`src/rtl/pipe_pkg.sv`:
```
// Shared pipeline-stage types: per-stage payload layouts, control field and widths.
// A control field of all zeros is a NOP (bubble) in every stage.
package pipe_pkg;

    typedef enum logic [1:0] {
        OCC_EMPTY = 2'd0,
        OCC_ONE   = 2'd1,
        OCC_TWO   = 2'd2
    } occ_state_e;

    typedef struct packed {
        logic [1:0] wb;
        logic [2:0] mem;
        logic [2:0] ex;
    } stage_ctrl_t;

    typedef struct packed {
        logic [31:0] pc;
        logic [31:0] instr;
    } ifid_data_t;

    typedef struct packed {
        logic [31:0] pc;
        logic [31:0] rs1_val;
        logic [31:0] rs2_val;
        logic [16:0] imm;
        logic [4:0]  rd;
        logic [4:0]  rs1;
        logic [4:0]  rs2;
    } idex_data_t;

    typedef struct packed {
        logic [31:0] alu_res;
        logic [31:0] rs2_val;
        logic [4:0]  rd;
    } exmem_data_t;

    typedef struct packed {
        logic [31:0] result;
        logic [4:0]  rd;
    } memwb_data_t;

    localparam stage_ctrl_t NOP_CTRL = '0;

    localparam int IFID_CTRL_W  = $bits(stage_ctrl_t);
    localparam int IDEX_CTRL_W  = $bits(stage_ctrl_t);
    localparam int EXMEM_CTRL_W = $bits(stage_ctrl_t);
    localparam int MEMWB_CTRL_W = $bits(stage_ctrl_t);

    localparam int IFID_DATA_W  = $bits(ifid_data_t);
    localparam int IDEX_DATA_W  = $bits(idex_data_t);
    localparam int EXMEM_DATA_W = $bits(exmem_data_t);
    localparam int MEMWB_DATA_W = $bits(memwb_data_t);

endpackage

```
`src/rtl/pipe_entry_reg.sv`:
```
// One loadable storage entry (control + payload) of a pipeline stage register.
module pipe_entry_reg #(
    parameter int W = 136
) (
    input  logic         clk_i,
    input  logic         rst_i,
    input  logic         load,
    input  logic [W-1:0] d,
    output logic [W-1:0] q
);

    always_ff @(posedge clk_i or posedge rst_i) begin
        if (rst_i) begin
            q <= '0;
        end else if (load) begin
            q <= d;
        end
    end

endmodule

```
`src/rtl/pipe_stage_reg.sv`:
```
// Generic pipeline stage register with valid/ready handshake, flush, optional
// two-entry skid buffer (registered ready) and a saturating stall counter.
module pipe_stage_reg
    import pipe_pkg::*;
#(
    parameter int CTRL_W = 8,
    parameter int DATA_W = 128,
    parameter int SKID   = 1,
    parameter int CNT_W  = 16
) (
    input  logic              clk_i,
    input  logic              rst_i,
    input  logic              flush_i,
    input  logic              in_valid_i,
    output logic              in_ready_o,
    input  logic [CTRL_W-1:0] in_ctrl_i,
    input  logic [DATA_W-1:0] in_data_i,
    output logic              out_valid_o,
    input  logic              out_ready_i,
    output logic [CTRL_W-1:0] out_ctrl_o,
    output logic [DATA_W-1:0] out_data_o,
    output logic [1:0]        occ_o,
    output logic [CNT_W-1:0]  stall_cnt_o,
    input  logic              stall_cnt_clr_i
);

    localparam int ENTRY_W = CTRL_W + DATA_W;
    localparam logic [CNT_W-1:0] CNT_MAX = '1;

    occ_state_e         state_q, state_d;
    logic               rdy_q;
    logic               in_ready, out_valid, in_fire, out_fire;
    logic               load_main, load_skid, main_from_skid;
    logic [ENTRY_W-1:0] in_beat, main_d, main_q, skid_q;
    logic [CNT_W-1:0]   stall_cnt_q;

    assign in_beat   = {in_ctrl_i, in_data_i};
    assign out_valid = (state_q != OCC_EMPTY);
    assign out_fire  = out_valid & out_ready_i;
    assign in_fire   = in_valid_i & in_ready & ~flush_i;

    // rdy_q is low in reset and rises on the first edge after release; with
    // a skid buffer it alone is the ready, so out_ready_i never reaches in_ready_o.
    assign in_ready = (SKID != 0) ? rdy_q : (rdy_q & (~out_valid | out_ready_i));

    always_ff @(posedge clk_i or posedge rst_i) begin
        if (rst_i) begin
            state_q <= OCC_EMPTY;
            rdy_q   <= 1'b0;
        end else begin
            state_q <= state_d;
            rdy_q   <= (state_d != OCC_TWO);
        end
    end

    // Main entry always holds the older beat; the skid entry only fills when
    // a beat arrives while the main entry is stalled.
    always_comb begin
        state_d        = state_q;
        load_main      = 1'b0;
        load_skid      = 1'b0;
        main_from_skid = 1'b0;
        if (flush_i) begin
            state_d = OCC_EMPTY;
        end else begin
            case (state_q)
                OCC_EMPTY: begin
                    if (in_fire) begin
                        load_main = 1'b1;
                        state_d   = OCC_ONE;
                    end
                end
                OCC_ONE: begin
                    if (in_fire && out_fire) begin
                        load_main = 1'b1;
                    end else if (in_fire && (SKID != 0)) begin
                        load_skid = 1'b1;
                        state_d   = OCC_TWO;
                    end else if (out_fire) begin
                        state_d = OCC_EMPTY;
                    end
                end
                OCC_TWO: begin
                    if (out_fire) begin
                        load_main      = 1'b1;
                        main_from_skid = 1'b1;
                        state_d        = OCC_ONE;
                    end
                end
                default: state_d = OCC_EMPTY;
            endcase
        end
    end

    assign main_d = main_from_skid ? skid_q : in_beat;

    pipe_entry_reg #(.W(ENTRY_W)) u_main (
        .clk_i (clk_i),
        .rst_i (rst_i),
        .load  (load_main),
        .d     (main_d),
        .q     (main_q)
    );

    if (SKID != 0) begin : g_skid
        pipe_entry_reg #(.W(ENTRY_W)) u_skid (
            .clk_i (clk_i),
            .rst_i (rst_i),
            .load  (load_skid),
            .d     (in_beat),
            .q     (skid_q)
        );
    end else begin : g_noskid
        assign skid_q = '0;
    end

    always_ff @(posedge clk_i or posedge rst_i) begin
        if (rst_i) begin
            stall_cnt_q <= '0;
        end else if (stall_cnt_clr_i) begin
            stall_cnt_q <= '0;
        end else if (out_valid && !out_ready_i && (stall_cnt_q != CNT_MAX)) begin
            stall_cnt_q <= stall_cnt_q + 1'b1;
        end
    end

    assign in_ready_o  = in_ready;
    assign out_valid_o = out_valid;
    assign out_ctrl_o  = out_valid ? main_q[ENTRY_W-1 -: CTRL_W] : '0;
    assign out_data_o  = main_q[DATA_W-1:0];
    assign occ_o       = state_q;
    assign stall_cnt_o = stall_cnt_q;

endmodule

```
`config.mk`:
```
export PLATFORM = sky130hd
export DESIGN_NAME = pipe_stage_reg
export DESIGN_NICKNAME = d
export VERILOG_FILES = /design/src/rtl/pipe_pkg.sv /design/src/rtl/pipe_entry_reg.sv /design/src/rtl/pipe_stage_reg.sv
export SDC_FILE = /design/constraint.sdc
export NUM_CORES = 1
export LEC_CHECK = 0
export CAP_MARGIN = 30
export CORE_UTILIZATION = 40
export DETAILED_ROUTE_END_ITERATION = 8
export GPL_ROUTABILITY_DRIVEN = 0
export GPL_TIMING_DRIVEN = 1
export PLACE_DENSITY = 0.66
export SLEW_MARGIN = 20
export SYNTH_ARGS = -nofsm -noshare
export SYNTH_HDL_FRONTEND = slang
export SYNTH_SLANG_ARGS = --single-unit
export TNS_END_PERCENT = 20
```
`constraint.sdc`:
```
create_clock -name clk_i -period 29.5 [get_ports clk_i]
set_input_delay 5.9 -clock clk_i [delete_from_list [all_inputs] [get_ports clk_i]]
set_output_delay 5.9 -clock clk_i [all_outputs]
set_load 0.01 [all_outputs]
```
==> results of run 1 <==
cell usage after synthesis (2+ instances only):
master,instances,area (um2)
buf_12,2,40.0
or3_1,5,31.3
nand3_1,5,25.0
buf_8,3,45.0
nand2_1,10,37.5
a31oi_1,2,12.5
buf_2,41,205
and3b_1,2,17.5
o31ai_1,7,52.6
mux2i_1,137,1370
mux2_2,137,1540
nand4_1,3,18.8
o21bai_1,2,15.0
clkbuf_1,4,15.0
nor2_1,145,544
buf_4,142,1070
or4_1,6,45.0
inv_1,4,15.0
dfrtp_1,291,7280
o21ai_0,4,20.0
nor2b_1,10,62.6
nand2b_1,2,12.5
nor3_1,3,15.0
a21oi_1,147,736
where the power goes:
group	internal [W]	leakage, nW	switching (W)
Clock	0.000244	0.518	0.000157
Combinational	0.000146	2.78	0.0000981
Sequential	0.000494	3.42	0.0000474
Total	0.000884	6.72	0.000303
state kept, by name, indices dropped and copies added (netlist names):
register / count
g_skid.u_skid.q: 136
in_ready_o: 1
occ_o: 2
stall_cnt_o: 16
u_main.q: 136
routing by layer:
layer	part of all wire [%]	vias to the layer above
li1	-	4134
met1	43	4245
met2	47	211
met3	7.8	50
met4	2.1	2
met5	0.041	-
cells by family (layout without fill, tap and decap cells):
family | after synthesis | count (layout) | synth area share, %
DFF | 291 | 291 | 54.1
muxes | 275 | 275 | 21.8
and+or+nand+nor | 206 | 206 | 7.15
buffers and inverters | 197 | 368 | 10.3
AOI/OAI and AO/OA | 167 | 167 | 6.52
adders and majority gates | 1 | 1 | 0.0930
other | 0 | 1 | 0
final timing paths:
path	cells past startpoint	slack, ps	endpoint	start
setup / recovery	3	21220	out_ctrl_o[7]	occ_o[0]
hold / removal	1	500	g_skid.u_skid.q[2]	g_skid.u_skid.q[2]
setup reg to reg	5	27020	u_main.q[13]	occ_o[0]
hold reg to reg	1	500	g_skid.u_skid.q[2]	g_skid.u_skid.q[2]
max in group asynchronous	5	22010	u_main.q[55]	rst_i
min in group asynchronous	2	5860	u_main.q[13]	rst_i
final cells by class:
type                    instances  share of cell area, %
flip-flops and latches        291                   43.0
multi-input cells             649                   28.5
repair buffers                311                   18.8
clock buffers                  47                   5.93
well taps                     442                   3.27
clock inverters                 6                  0.355
inverters                       4                  0.133
diodes                          1                 0.0148
stage by stage:
step           cell area [um2]  hold slack (ps)  worst slack [ps]  util [%]  std cells
2_1_floorplan            13400              479             15570         -       1137
3_3_place_gp             15700              486             20330      47.9       1691
3_5_place_dp             15800              493             20470      48.2       1694
4_1_cts                  16900              505             21010      51.4       1747
5_1_grt                  16900              510             20960      51.6       1750
6_report                 16900              501             21220      51.6       1751
cell usage in the layout, fill, tap and decap left out, types with 2 or more instances in the layout:
master and count:
nor2b_1 10, nor4_2 2, or3_1 5, o21ai_0 4, nand2b_1 2, nor3_1 3
clkbuf_16 37, o31ai_1 7, clkbuf_8 4, clkdlybuf4s50_1 297, nand2_1 10, inv_1 3
clkbuf_1 6, buf_4 7, clkinv_2 3, nand3_1 4, a21oi_1 147, buf_12 5
dfrtp_1 291, nand4_1 3, buf_16 2, clkinvlp_4 2, o21bai_1 2, mux2i_1 137
or4_1 6, nor2_1 145, and3b_1 2, mux2_2 137
==> impl_results.md, run 1 <==
- CP max stage cell: nor2_1
- Tmin final: 8280 ps
- Area growth syn-to-layout: 25.8%
- Routed wire length: around 29000 um
- Clock Sinks: 291
- Starting Density: between 40% and 50%
- Sequential Area: around 7300 um2
- HP Class: flip-flop to flip-flop
- Avg Cell Area, Syn: 11.8 um2
- CP Launch Type: flip-flop
- Die W: roughly 190 um
- First-pass GRT wire length: 46200 um
- Post-synth EDFFs: 0
- RSZ-0062 raised after global routing: no
- Tot Pwr: 0.00119 W
- M3 GR Usage: 5.49%
- Final setup fails: 0
- Synth Cell Area: approximately 13000 um2
- Max rail drop VDD: approximately 0.000045 V
- GRT Max-Usage Layer: met2
- Aggregate global routing overflow: 0
- Met2 usage: between 20 and 30%
- Max Cap Viol: 0
- Setup TNS: 0 ps
- Max Buffers Root-to-Sink: 3
- Largest net degree at the start of global routing: 137
- Clk root buf: clkbuf_16
- Clk_lat worst skew: 500 ps
- Status: finished clean
- Crit path max-delay family: simple AND/OR/NAND/NOR gates
- Die Y: around 190 um
- Rel. slew slack: 23.8%
- Synth Flop Type: dfrtp_1
- Worst endpoint required time: 23600 ps
- Setup Buffers After CTS: 0
- Final Slew Violations: 0
- CP bufs+invs: 1
- Clk_skew: ~11 ps
- PortBufs: 297
- Worst path cell trace: nor2_1, nor2b_1, clkdlybuf4s50_1
- Synth async-reset ratio: between 90% and 100%
- Vias: 8642
- TritonCTS clock tree: built
- Cts repair resizes: 0
- Core area: 32800 um2
- Yosys warns: 0
- CP Data Arrival Time: 2380 ps
- Syn Inst Count: around 1.1k
- Dpl hpwl: 18600 um
- H-tree depth: 2
- Post-Syn Nets: 1280
- Fraction of layout instances using a drive strength above 1: between 10% and 20%
- Synth unique cells: 47
- IO Count: 298
- Gr usage total: 16.9%
- Num rows: 66
- Hold Vio Cnt, Final: 0
- Drc violations: 0
- Post-route ant nets: 0
- Fin nets: 1434
- Routing usage on met1: 21.5%
- Antenna violations before repair: 1
- Worst-Margin Slew: about 1100 ps
- CP max stage delay: 710 ps
- Multi-input gate area: 4820 um2
- Crit Path Max Fanout: 11
- Register bit total from synthesis: about 290
- Hold-fix buffers, CTS: 0
- P_leak: 6.72 nW
- Inserted Clock Buffers: 34
- Fill cell count: 2889
- Vias in the first global route: 8740
- WS Path Type: flip-flop to output pin
- 1st-pass router iterations: 4
- Routed len/inst: 16.6 um
- Final period util: between 20 and 30%
- Sequential-to-total area share from yosys stat: a little over half
- Vias per cell: 4.94
- Die area: 34400 um2
- Crit. End Element: output pin
- Initial DRC Count: 445
- Peak Freq: about 0.12 GHz
- Clock transition at path regs: 50 ps
- PwrDens: between 70 and 80 nW/um2
Note: power is estimated with default switching activity, not from simulation.
==> run 2: changes to the inputs <==
--- a/config.mk
+++ b/config.mk
@@ -10,7 +10,7 @@
 export DETAILED_ROUTE_END_ITERATION = 8
 export GPL_ROUTABILITY_DRIVEN = 0
 export GPL_TIMING_DRIVEN = 1
-export PLACE_DENSITY = 0.66
+export PLACE_DENSITY = 0.68
 export SLEW_MARGIN = 20
 export SYNTH_ARGS = -nofsm -noshare
 export SYNTH_HDL_FRONTEND = slang
==> constraint.sdc (replaced) <==
create_clock -name clk_i -period 7.6 [get_ports clk_i]
set_input_delay 1.52 -clock clk_i [delete_from_list [all_inputs] [get_ports clk_i]]
set_output_delay 1.52 -clock clk_i [all_outputs]
set_load 0.01 [all_outputs]
==> impl_results.md, run 2 (synthesis results as in run 1) <==
- Status: finished clean (unchanged)
- Clk root buf: clkbuf_16 (unchanged)
- CP max stage delay: 730 ps (was 710 ps)
- PwrDens: 274 nW/um2 (was 70.2 nW/um2)
- Cts repair resizes: 0 (unchanged)
- Critical Path Sink: out_ctrl_o[5] (was out_ctrl_o[7])
- Sw Share: 25.5% (about the same)
- Dpl hpwl: 18500 um (was 18600 um)
- Sequential Area: 7280 um2 (unchanged)
- Worst path cell trace: nor2_1, nor2b_1, clkdlybuf4s50_1 (unchanged)
- Initial DRC Count: 360 (was 445)
- Antenna violations before repair: 1 (unchanged)
- First-pass GRT wire length: 45700 um (was 46200 um)
- Fin nets: 1432 (was 1434)
- Multi-input gate area: 4810 um2 (was 4820 um2)
- Routed wire length: 29000 um (was 29100 um)
- Gr usage total: 16.8% (was 16.9%)
- Setup TNS: 0 ps (unchanged)
- Final period util: between 50% and 60%
- Inserted Clock Buffers: 34 (unchanged)
- WS Path Type: flip-flop to output pin (unchanged)
- WP depth: 3 (unchanged)
- Flop-to-flop setup slack: 5070 ps (was 27020 ps)
- NetSw: 0.00118 W (was 0.000303 W)
- Post-route ant nets: 0 (unchanged)
- Die area: 34400 um2 (unchanged)
- Routed len/inst: 16.6 um (about the same)
- Hold Vio Cnt, Final: 0 (unchanged)
- Tmin final: 3920 ps
- CP max stage cell: nor2_1 (unchanged)
- Worst-Margin Slew: 1280 ps (was 1140 ps)
- Critical path origin: occ_o[0] (unchanged)
- RSZ-0062 raised after global routing: no (unchanged)
- CP Launch Type: flip-flop (unchanged)
- Worst hold slack: 502 ps (was 501 ps)
- Clk_lat worst skew: 500 ps (about the same)
- FF-to-FF Start: occ_o[1] (was occ_o[0])
- Final Slew Violations: 0 (unchanged)
- P_leak: 6.70 nW (was 6.72 nW)
- Clk_skew: 19.1 ps (was 11.1 ps)
- Clock transition at path regs: 60 ps (was 50 ps)
- Vias: 8562 (was 8642)
- Fill cell count: 2918 (was 2889)
- Rel. slew slack: 14.9% (was 23.8%)
- Power share of the sequential group: 45.4% (was 45.6%)
- Hold-fix buffers, CTS: 0 (unchanged)
- Fraction of layout instances using a drive strength above 1: 15.9% (was 16.0%)
- FF-to-FF End: u_main.q[102] (was u_main.q[13])
- H-tree depth: 2 (unchanged)
- Peak Freq: 0.255 GHz
- CP Data Arrival Time: 2400 ps (was 2380 ps)
- Crit. End Element: output pin (unchanged)
- Crit Path Max Fanout: 11 (unchanged)
- HP Class: flip-flop to flip-flop (unchanged)
- # diodes: 0 (was 1)
- Num rows: 66 (unchanged)
- PortBufs: 297 (unchanged)
- P_int: 0.00345 W (was 0.000884 W)
- Vias in the first global route: 8694 (was 8740)
- R2R depth: 6 (was 5)
- Design Area, Final: 16900 um2 (about the same)
- Clock power share: 34.2% (was 33.8%)
- Area growth syn-to-layout: 25.5% (was 25.8%)
- Final setup fails: 0 (unchanged)
- Die Y: 185 um (unchanged)
- Comb power frac: 20.4% (was 20.6%)
- Max Cap Viol: 0 (unchanged)
- Die W: 185 um (unchanged)
- Worst endpoint required time: 6080 ps (was 23600 ps)
- Core area: 32800 um2 (unchanged)
- DP Area: 15700 um2 (was 15800 um2)
- Max Buffers Root-to-Sink: 3 (unchanged)
- Starting Density: 41.0% (unchanged)
- CP bufs+invs: 1 (unchanged)
- IO Count: 298 (unchanged)
- Crit path max-delay family: simple AND/OR/NAND/NOR gates (unchanged)
- 1st-pass router iterations: 4 (unchanged)
- Drc violations: 0 (unchanged)
- Most frequent cells in the layout: 297 x clkdlybuf4s50_1, 291 x dfrtp_1, 147 x a21oi_1 (unchanged)
- Clock Sinks: 291 (unchanged)
- Aggregate global routing overflow: 0 (unchanged)
- TritonCTS clock tree: built (unchanged)
- Vias per cell: 4.89 (was 4.94)
- Largest net degree at the start of global routing: 153 (was 137)
- Setup Buffers After CTS: 0 (unchanged)
- Commonest non-fill, non-tap cell in the layout: clkdlybuf4s50_1 (unchanged)
- Max rail drop VDD: 0.000146 V (was 0.0000449 V)
==> run 2: worst min-delay path by stage <==
stage / endpoint / depth (start not counted) / slack, ps / start
2_1_floorplan: g_skid.u_skid.q[0] / 1 / 480 / g_skid.u_skid.q[0]
3_3_place_gp: g_skid.u_skid.q[98] / 1 / 490 / g_skid.u_skid.q[98]
3_5_place_dp: g_skid.u_skid.q[97] / 1 / 490 / g_skid.u_skid.q[97]
4_1_cts: g_skid.u_skid.q[76] / 1 / 510 / g_skid.u_skid.q[76]
5_1_grt: g_skid.u_skid.q[54] / 1 / 510 / g_skid.u_skid.q[54]
6_report: g_skid.u_skid.q[54] / 1 / 500 / g_skid.u_skid.q[54]
==> run 2: power by group through the flow <==
stage                     Sequential [W]  Clock (W)  Combinational, W
after floorplan                  0.00207          0          0.000692
after global placement           0.00211          0          0.000928
after detailed placement         0.00213          0          0.000954
after CTS                        0.00210    0.00164          0.000957
after global routing             0.00215    0.00171           0.00103
final                            0.00210    0.00158          0.000943
==> run 2: area by class of cell <==
| class | count | share of cell area [%] |
|---|---|---|
| clock buffer | 47 | 5.81 |
| clock inverter | 8 | 0.600 |
| sequential | 291 | 43.1 |
| inverter | 4 | 0.111 |
| multi-input combinational | 649 | 28.5 |
| tap | 442 | 3.28 |
| timing repair buffer | 309 | 18.6 |
==> run 2: metal layers <==
layer	up-vias	share of wire (%)	global-route usage, %
met5	-	0.038	0
met4	2	2.1	5.06
met3	45	8.1	5.39
met2	211	47	27.7
met1	4181	43	20.8
li1	4123	-	-
==> run 2: worst register-to-register path: cells and delay by family, from the launching register on <==
| kind | cells | cell delay [ps] |
|---|---|---|
| buf+inv | 2 | 1130 |
| compound gates | 2 | 390 |
| simple gates | 2 | 430 |
| flops | 1 | 510 |
==> run 2: through the flow <==
stage / utilization, % / cells / worst slack, ps / total power, W
after floorplan: - / 1137 / 2220 / 0.00277
after global placement: 48.0 / 1692 / 3480 / 0.00304
after detailed placement: 48.0 / 1693 / 3470 / 0.00308
after CTS: 51.3 / 1748 / 3570 / 0.00470
after global routing: 51.5 / 1750 / 3480 / 0.00489
final: 51.5 / 1750 / 3680 / 0.00462
==> run 3: changes to the inputs <==
==> constraint.sdc (replaced) <==
create_clock -name clk_i -period 3.5 [get_ports clk_i]
set_input_delay 0.7 -clock clk_i [delete_from_list [all_inputs] [get_ports clk_i]]
set_output_delay 0.7 -clock clk_i [all_outputs]
set_load 0.01 [all_outputs]
==> impl_results.md, run 3 (synthesis results as in run 1) <==
- Cts repair resizes: 0 (unchanged)
- Placed cells: 1695 (was 1693)
- Multi-input gate area: 4810 um2 (unchanged)
- Area growth syn-to-layout: 25.7% (was 25.5%)
- Clock Sinks: 291 (unchanged)
- Hold-fix buffers, CTS: 0 (unchanged)
- Crit path max-delay family: buffers and inverters (was simple AND/OR/NAND/NOR gates)
- WP depth: 4 (was 3)
- Num rows: 66 (unchanged)
- Fraction of layout instances using a drive strength above 1: 16.2% (was 15.9%)
- Initial DRC Count: 337 (was 360)
- Sw Share: 25.7% (was 25.5%)
- WS Path Type: flip-flop to output pin (unchanged)
- Tmin final: around 2900 ps
- P_leak: 6.72 nW (was 6.70 nW)
- Sequential Area: 7280 um2 (unchanged)
- Worst hold slack: 503 ps (was 502 ps)
- PortBufs: 297 (unchanged)
- Inserted Clock Buffers: 31 (was 34)
- Die Y: 185 um (unchanged)
- Max rail drop VDD: 0.000388 V (was 0.000146 V)
- HP Class: flip-flop to flip-flop (unchanged)
- Worst setup margin: 639 ps (was 3680 ps)
- Aggregate global routing overflow: 0 (unchanged)
- CP max stage delay: 560 ps (was 730 ps)
- Die W: 185 um (unchanged)
- Power share of the sequential group: 45.9% (was 45.4%)
- H-tree depth: 1 (was 2)
- Clk root buf: clkbuf_16 (unchanged)
- Largest net degree at the start of global routing: 147 (was 153)
- Routed wire length: 29200 um (was 29000 um)
- Vias in the first global route: 8794 (was 8694)
- 1st-pass router iterations: 4 (unchanged)
- Peak Freq: around 0.35 GHz
- Wire length on met1: 12300 um (was 12400 um)
- Finished Core Util: 51.6% (was 51.5%)
- Max Cap Viol: 0 (unchanged)
- Dpl hpwl: 18800 um (was 18500 um)
- Met3 wire len: 2400 um (was 2340 um)
- Setup TNS: 0 ps (unchanged)
- # diodes: 0 (unchanged)
- PwrDens: 589 nW/um2 (was 274 nW/um2)
- Rel. slew slack: 51.7% (was 14.9%)
- Commonest non-fill, non-tap cell in the layout: clkdlybuf4s50_1 (unchanged)
- Vias: 8613 (was 8562)
- TritonCTS clock tree: built (unchanged)
- Dpl ws: 789 ps (was 3470 ps)
- RSZ-0062 raised after global routing: no (unchanged)
- Clock transition at path regs: 60 ps (about the same)
- Final setup fails: 0 (unchanged)
- Crit. End Element: output pin (unchanged)
- Most frequent cells in the layout: 297 x clkdlybuf4s50_1, 291 x dfrtp_1, 147 x a21oi_1 (unchanged)
- Final Instance Count excl. Fillers: 1751 (was 1750)
- CP bufs+invs: 2 (was 1)
- Setup Buffers After CTS: 0 (unchanged)
- Fin nets: 1430 (was 1432)
- Final Slew Violations: 0 (unchanged)
- DR WL met2: 13900 um (was 13700 um)
- IO Count: 298 (unchanged)
- Die area: 34400 um2 (unchanged)
- Final period util: 81.8%
- Clk_lat worst skew: 560 ps (was 500 ps)
- P_int: 0.00739 W (was 0.00345 W)
- Hold Vio Cnt, Final: 0 (unchanged)
- Comb power frac: 20.6% (was 20.4%)
- Status: finished clean (unchanged)
- Post-route ant nets: 0 (unchanged)
- Vias per cell: 4.92 (was 4.89)
- Clock power share: 33.5% (was 34.2%)
- Drc violations: 0 (unchanged)
- Clk_skew: 15.4 ps (was 19.1 ps)
- Worst-Margin Slew: 719 ps (was 1280 ps)
- Fill cell count: 2889 (was 2918)
- Crit Path Max Fanout: 11 (unchanged)
- First-pass GRT wire length: 46200 um (was 45700 um)
- Starting Density: 41.0% (unchanged)
- CP max stage cell: clkdlybuf4s50_1 (was nor2_1)
- Gr usage total: 16.8% (about the same)
- Routed len/inst: 16.7 um (was 16.6 um)
- CP Launch Type: flip-flop (unchanged)
- Hold path depth: 1 (unchanged)
- NetSw: 0.00256 W (was 0.00118 W)
- CP Data Arrival Time: 2160 ps (was 2400 ps)
- Worst path cell trace: nor2_1, buf_4, nor2b_1, clkdlybuf4s50_1 (was nor2_1, nor2b_1, clkdlybuf4s50_1)
- Max Buffers Root-to-Sink: 3 (unchanged)
- Antenna violations before repair: 2 (was 1)
- Worst endpoint required time: 2800 ps (was 6080 ps)
- Core area: 32800 um2 (unchanged)
- Top Layer Used: met5 (unchanged)
- R2R depth: 5 (was 6)
==> run 3: path summary, 6_finish.rpt <==
kind / from / to / slack [ps]
max: occ_o[0] / out_ctrl_o[1] / 640
min: g_skid.u_skid.q[80] / g_skid.u_skid.q[80] / 500
max reg2reg: occ_o[1] / u_main.q[92] / 1480
min reg2reg: g_skid.u_skid.q[80] / g_skid.u_skid.q[80] / 500
max in group asynchronous: rst_i / u_main.q[123] / 2000
min in group asynchronous: rst_i / g_skid.u_skid.q[74] / 600
==> run 3: stage by stage <==
stage               power [W]  cell area (um2)
floorplan             0.00601            13500
global placement      0.00662            15900
detailed placement    0.00670            15900
CTS                    0.0101            16900
global route           0.0105            16900
finish                0.00995            16900
==> run 3: layout make-up <==
type                       instances  area share (%)
timing repair buffer             310            18.9
tap                              442            3.27
sequential                       291            43.1
inverter                           4           0.111
clock inverter                    13           0.866
multi-input combinational        649            28.5
clock buffer                      42            5.31
==> run 3: power groups by stage <==
stage	clock network [W]	registers (W)	logic [W]
6_report	0.00333	0.00456	0.00205
5_1_grt	0.00357	0.00467	0.00224
4_1_cts	0.00344	0.00457	0.00209
3_5_place_dp	0	0.00462	0.00208
3_3_place_gp	0	0.00459	0.00203
2_1_floorplan	0	0.00451	0.00150
==> run 3: routing by layer <==
metal	vias up	global-route usage (%)
met3	44	5.31
li1	4109	-
met1	4235	21.3
met4	4	3.90
met2	221	27.9
met5	-	0
